--- src/rtl/counter_mod_n.sv ---
// Generic modulo-N up/down counter with prescaled enable, wrap/saturate mode and terminal-count pulse.
// Optional wrap counter output o_wraps is built when COUNTER_MOD_WRAPS_EN is defined.
module counter_mod_n #(
  parameter int WIDTH    = 7,
  parameter int MODULO   = 100,
  parameter int PRESCALE = 1,
  parameter int WRAP_W   = 8
) (
  input  logic             clk,
  input  logic             reset,
  input  logic             i_en,
  input  logic             i_up,
  input  logic             i_sat_mode,
  input  logic             i_clear,
  input  logic             i_load,
  input  logic [WIDTH-1:0] i_load_val,
  output logic [WIDTH-1:0] o_cnt,
  output logic             o_tc,
  output logic             o_sat
`ifdef COUNTER_MOD_WRAPS_EN
  ,
  output logic [WRAP_W-1:0] o_wraps
`endif
);

  localparam int               PW      = (PRESCALE > 1) ? $clog2(PRESCALE) : 1;
  localparam logic [WIDTH-1:0] CNT_MAX = WIDTH'(MODULO - 1);
  localparam logic [WIDTH:0]   MOD_EXT = (WIDTH + 1)'(MODULO);
  localparam logic [PW-1:0]    PRE_MAX = PW'(PRESCALE - 1);

  if (MODULO < 2 || $clog2(MODULO) > WIDTH || PRESCALE < 1 || WRAP_W < 1) begin : g_param_check
    $fatal(1, "counter_mod_n: illegal parameters (need 2 <= MODULO <= 2**WIDTH, PRESCALE >= 1, WRAP_W >= 1)");
  end

  logic [WIDTH-1:0] cnt_q, cnt_d;
  logic [PW-1:0]    pre_q, pre_d;
  logic             tc_q, tc_d;
  logic             tick;

  always_comb begin
    cnt_d = cnt_q;
    pre_d = pre_q;
    tc_d  = 1'b0;
    tick  = i_en && (pre_q == PRE_MAX);
    if (i_en) begin
      pre_d = tick ? '0 : pre_q + 1'b1;
    end
    if (i_clear) begin
      cnt_d = '0;
      pre_d = '0;
    end else if (i_load) begin
      // Out-of-range load values clamp to the top of the range
      cnt_d = ({1'b0, i_load_val} < MOD_EXT) ? i_load_val : CNT_MAX;
    end else if (tick) begin
      if (i_up) begin
        if (cnt_q >= CNT_MAX) begin
          if (!i_sat_mode) begin
            cnt_d = '0;
            tc_d  = 1'b1;
          end
        end else begin
          cnt_d = cnt_q + 1'b1;
        end
      end else begin
        if (cnt_q == '0) begin
          if (!i_sat_mode) begin
            cnt_d = CNT_MAX;
            tc_d  = 1'b1;
          end
        end else begin
          cnt_d = cnt_q - 1'b1;
        end
      end
    end
  end

  always_ff @(posedge clk or posedge reset) begin
    if (reset) begin
      cnt_q <= '0;
      pre_q <= '0;
      tc_q  <= 1'b0;
    end else begin
      cnt_q <= cnt_d;
      pre_q <= pre_d;
      tc_q  <= tc_d;
    end
  end

`ifdef COUNTER_MOD_WRAPS_EN
  logic [WRAP_W-1:0] wraps_q, wraps_d;

  always_comb begin
    wraps_d = wraps_q;
    if (i_clear) begin
      wraps_d = '0;
    end else if (tc_d && (wraps_q != '1)) begin
      wraps_d = wraps_q + 1'b1;
    end
  end

  always_ff @(posedge clk or posedge reset) begin
    if (reset) begin
      wraps_q <= '0;
    end else begin
      wraps_q <= wraps_d;
    end
  end

  assign o_wraps = wraps_q;
`endif

  assign o_cnt = cnt_q;
  assign o_tc  = tc_q;
  assign o_sat = i_sat_mode && ((i_up && (cnt_q == CNT_MAX)) || (!i_up && (cnt_q == '0)));

endmodule
--- config.mk ---
export PLATFORM = sky130hd
export DESIGN_NAME = counter_mod_n
export DESIGN_NICKNAME = d
export VERILOG_FILES = /design/src/rtl/counter_mod_n.sv
export SDC_FILE = /design/constraint.sdc
export NUM_CORES = 1
export LEC_CHECK = 0
export ABC_AREA = 1
export CAP_MARGIN = 40
export CORE_MARGIN = 2
export CORE_UTILIZATION = 50
export DETAILED_ROUTE_END_ITERATION = 16
export GPL_TIMING_DRIVEN = 0
export PLACE_DENSITY = 0.87
export SYNTH_ARGS = -nofsm -noshare
export SYNTH_HDL_FRONTEND = slang
export SYNTH_SLANG_ARGS = --single-unit
--- constraint.sdc ---
create_clock -name clk -period 2.1 [get_ports clk]
set_input_delay 0.315 -clock clk [delete_from_list [all_inputs] [get_ports clk]]
set_output_delay 0.315 -clock clk [all_outputs]
set_load 0.005 [all_outputs]
# --- Word-level counts from Yosys, hierarchy flattened ---
# Cells that the tools add are included.
classes:
  eq_ne: 3
  mux: 19
  add_sub_neg: 3
  magnitude_cmp: 2
  bitwise_logic: 1
  n_reduce_logical: 10
ops:
  columns: ["op", "count"]
  rows:
  - ["$mux W7", 9]
  - ["$mux W1", 10]
  - ["$ne A5 B5 Y1 const B", 2]
  - ["$add A7 B1 Y7 const B", 1]
  - ["$eq A7 B7 Y1 const B", 1]
  - ["$ge A7 B7 Y1 const B", 1]
  - ["$logic_not A7 Y1", 1]
  - ["$lt A7 B7 Y1 const B", 1]
  - ["$sub A7 B1 Y7 const B", 1]
  - ["$logic_and A1 B1 Y1", 4]
  - ["$reduce_and A3 Y1", 1]
  - ["$reduce_bool A3 Y1", 1]
  - ["$reduce_bool A2 Y1", 1]
  - ["$add A1 B1 Y1 const B", 1]
  - ["$logic_not A1 Y1", 1]
  - ["$logic_or A1 B1 Y1", 1]
  - ["$not A1 Y1", 1]
word_totals:
  regBits: 9
  output_inout_bits: 9
  wordCells: 41
  in_bits: 14

# --- Depth between registers and ports, before layout ---
logic_depth:
  word_depth: 6
  mapped_depth: 11
  mapped_depth_nobuf: 10

# --- Worst setup path after synthesis ---
# No wires, ideal clock.
synth_path:
  path_type: "register -> output"
  start: "register cnt_q[0] (netlist: o_cnt[0])"
  end: "output port o_sat"
  path_buffers: 0
  slack_ns: 0.479
  stages_incl_launch_ff: 7
  arrival_time_ns: 1.306
  t_required_ns: 1.785
  path_cell_list: "dfrtp_1 > inv_1 > ha_1 > nand3_1 > nor2_2 > nor2_2 > nor3b_1"
synth_via:
  elab_chain_cells: 4
synth_rtl:
  columns: ["item", "line", "rtl"]
  rows:
  - ["start, declared", "35", "logic [WIDTH-1:0] cnt_q, cnt_d;"]
  - ["start signal, assigned", "83", "cnt_q <= cnt_d;"]
  - ["$eq A7 B7 Y1 or $logic_not A7 Y1 (tied branches)", "114", "assign o_sat = i_sat_mode && ((i_up && (cnt_q == CNT_MAX)) || (!i_up && (cnt_q == '0)));"]
  - ["$logic_and A1 B1 Y1", "114", null]
  - ["$logic_or A1 B1 Y1 *", "114", null]
  - ["$logic_and A1 B1 Y1 *", "114", null]
  - ["end, declared", "19", "output logic o_sat"]
# Every way passes the cells marked *; elsewhere a longest branch is shown, timed or not.

# --- Worst setup path after layout ---
layout_path:
  start: "register cnt_q[3] (netlist: o_cnt[3])"
  end: "output port o_sat"
# Same word-level chain as after synthesis.

==> metrics.txt <==
drt total wl=2680 um; max-slew violations=0; power consumption=0.000689 W; initial antenna violation count=0; Main synth FF type=dfrtp_1; worst-margin pin slew=333 ps; Rows=15; critical-path maximum fanout=9; top post-synthesis cells by area=dfrtp_1, nand2_1, nand3_1; io pins=23; wire per inst=12.6 um; GRT overflow=0; Slew HR=77.6%; PwrDens=543 nW/um2; FF-to-FF setup slack=310 ps; die height=48.1 um; IO Port Bufs=21; fraction of layout cells with a size suffix above 1=13.4%; residual DRC count=0; CTS H-tree lvls=1; minimum clock period=2000 ps; Mapped Cells=159; HPWL Detailed=2070 um; Worst R2R Path Depth=9; sw frac=40.5%; R2R Path End=o_cnt[3]; Flop pwr share=31.1%; Clock Power Share=20.9%; critical-path cell list=buf_6 -> nor2_8 -> nand2_2 -> nor2_4 -> nor2_2 -> nor3b_1 -> clkdlybuf4s15_1; die footprint=2310 um2; Leak=0.622 nW; critical path class=flip-flop to output pin; CTS Buffer Depth=2; drt first-iter violations=57; Synth top cells by count=nand2_1, nand3_1, nor2_1; Yosys top cell by area=dfrtp_1; count leader, synth=nand2_1; clock skew=10.8 ps; via count=1128; Net Count, Synth=176; Final Cycle Share=95.3%; Fmax achieved=0.500 GHz; CP endpoint kind=output pin; synthesis warning total=0; CTS Buf Count=3; Netlist Area Pre-Place=971 um2; Gate power share=48.0%; overall die width=48.1 um; R2R Path Start=o_cnt[0]; FF+latch count, synth=9; Tot GR Track Use=25.4%; max-cap viol count=0; critical path launch point type=flip-flop; initial core utilization=54.5%; NetSw=0.000279 W; Synth cell types=22; first-pass GRT wire length=4060 um; critical path's slowest cell=dfrtp_1; fin nets=205; TNS Setup=0 ps; post-synthesis sequential area ratio=23.2%; RSZ-0062 raised after global routing=false; post-synth top area share=23.2%; clock transition at the registers of the reported paths=70 ps; Post-synth EDFFs=0; root buffer cell=clkbuf_4; CP Data Arrival Time=1690 ps; CP peak stage delay=390 ps; Hold Crit Class=input pin to asynchronous set/reset pin; worst ir drop on vdd=0.396 mV; Synth Area per Inst=6.11 um2; Detail Route Antenna Nets=0; RD Place Congestion=0.878; Core Region=1780 um2; Hold Fails Final Rpt=0; filler cell count=153; CTS tree=done; Antenna Cells=0; outcome=completed; Via density=5.32; cell internal pwr=0.000410 W; largest net degree at the start of global routing=11; Finish-stage setup viols=0; worst endpoint required time=1780 ps; Initial DRT Pass Iterations=4; number of global-route vias before repair=963; Syn-to-layout area delta=30.7%; Worst-Skew Late Latency=280 ps; Clock Sinks=9; asr flop ratio synth=100%
## worst max-delay path: cells and delay by family, from the launching register on
family	cells	cell delay, ps
simple gates	5	640
buf+inv	2	370
flops	1	390
## power by group through the flow
stage | Sequential [W] | Clock, W | Combinational, W
final | 0.000214 | 0.000144 | 0.000331
after global routing | 0.000217 | 0.000152 | 0.000365
after CTS | 0.000215 | 0.000143 | 0.000324
after detailed placement | 0.000226 | 0 | 0.000303
after global placement | 0.000225 | 0 | 0.000293
after floorplan | 0.000220 | 0 | 0.000199
## per-stage QoR
step                utilization [%]  setup slack, ps  instance area, um2  cells  hold slack, ps
floorplan                         -              479                 971    159             143
global placement               68.0             -140                1210    205             494
detailed placement             68.0             -152                1210    205             490
CTS                            70.8             68.9                1260    212             292
global route                   71.2             2.08                1270    212             305
finish                         71.2             98.2                1270    212             277
## cell type report
type	count	area, um2	share of cell area (%)
repair buffers	24	233	18.3
well taps	25	31.3	2.47
multi-input cells	130	653	51.5
clock buffers	4	26.3	2.07
plain buffers	3	33.8	2.66
flip-flops and latches	9	228	17.9
inverters	17	63.8	5.03
## layer usage
layer | wire length (um) | up-vias | share of wire [%] | global-route usage, %
met4 | 35 | 0 | 1.3 | 8.11
met1 | 1080 | 495 | 40 | 30.6
met5 | 0 | - | 0 | 0
li1 | - | 577 | - | -
met3 | 172 | 4 | 6.4 | 6.04
met2 | 1390 | 52 | 52 | 44.3
## registers in the layout, summed over array words and instances, names as in the netlist
register / count
o_cnt: 7
o_tc: 1
pre_q: 1
## cell usage in the layout, fill, tap and decap left out, types with 3 or more instances in the layout
cell             count
a21oi_1              5
buf_4                3
buf_6                3
clkbuf_4             3
clkdlybuf4s50_1     20
dfrtp_1              7
ha_1                 3
inv_1               12
inv_2                4
nand2_1             53
nand3_1             28
nand4_1              5
nor2_1              16
nor2_2               3
o21ai_0              4
## worst max path at each step
stage                  start  endpoint  slack (ps)  cells past startpoint
detailed placement  o_cnt[0]     o_sat        -150                      7
global placement    o_cnt[0]     o_sat        -140                      7
CTS                 o_cnt[0]     o_sat          70                      7
global route        o_cnt[3]     o_sat           2                      7
floorplan           o_cnt[0]     o_sat         480                      6
finish              o_cnt[3]     o_sat         100                      7
## kinds of logic after synthesis
kind of cell               synth area share [%]
xor gates and xnor gates                   1.80
and+or+nand+nor                            53.7
buffers and inverters                      10.1
DFF                                        23.2
adders and majority gates                  3.87
AOI/OAI and AO/OA                          7.34
## what timing repair did
| action | in CTS | in global routing |
|---|---|---|
| pin swaps | 1 | 1 |
| resized for setup | 4 | 2 |
| endpoints found under the setup margin | 1 | 1 |
| buffers inserted | 3 | 0 |
| hold buffers | 0 | 0 |
| cloned | 0 | 0 |
(Power assumes the default switching activity.)
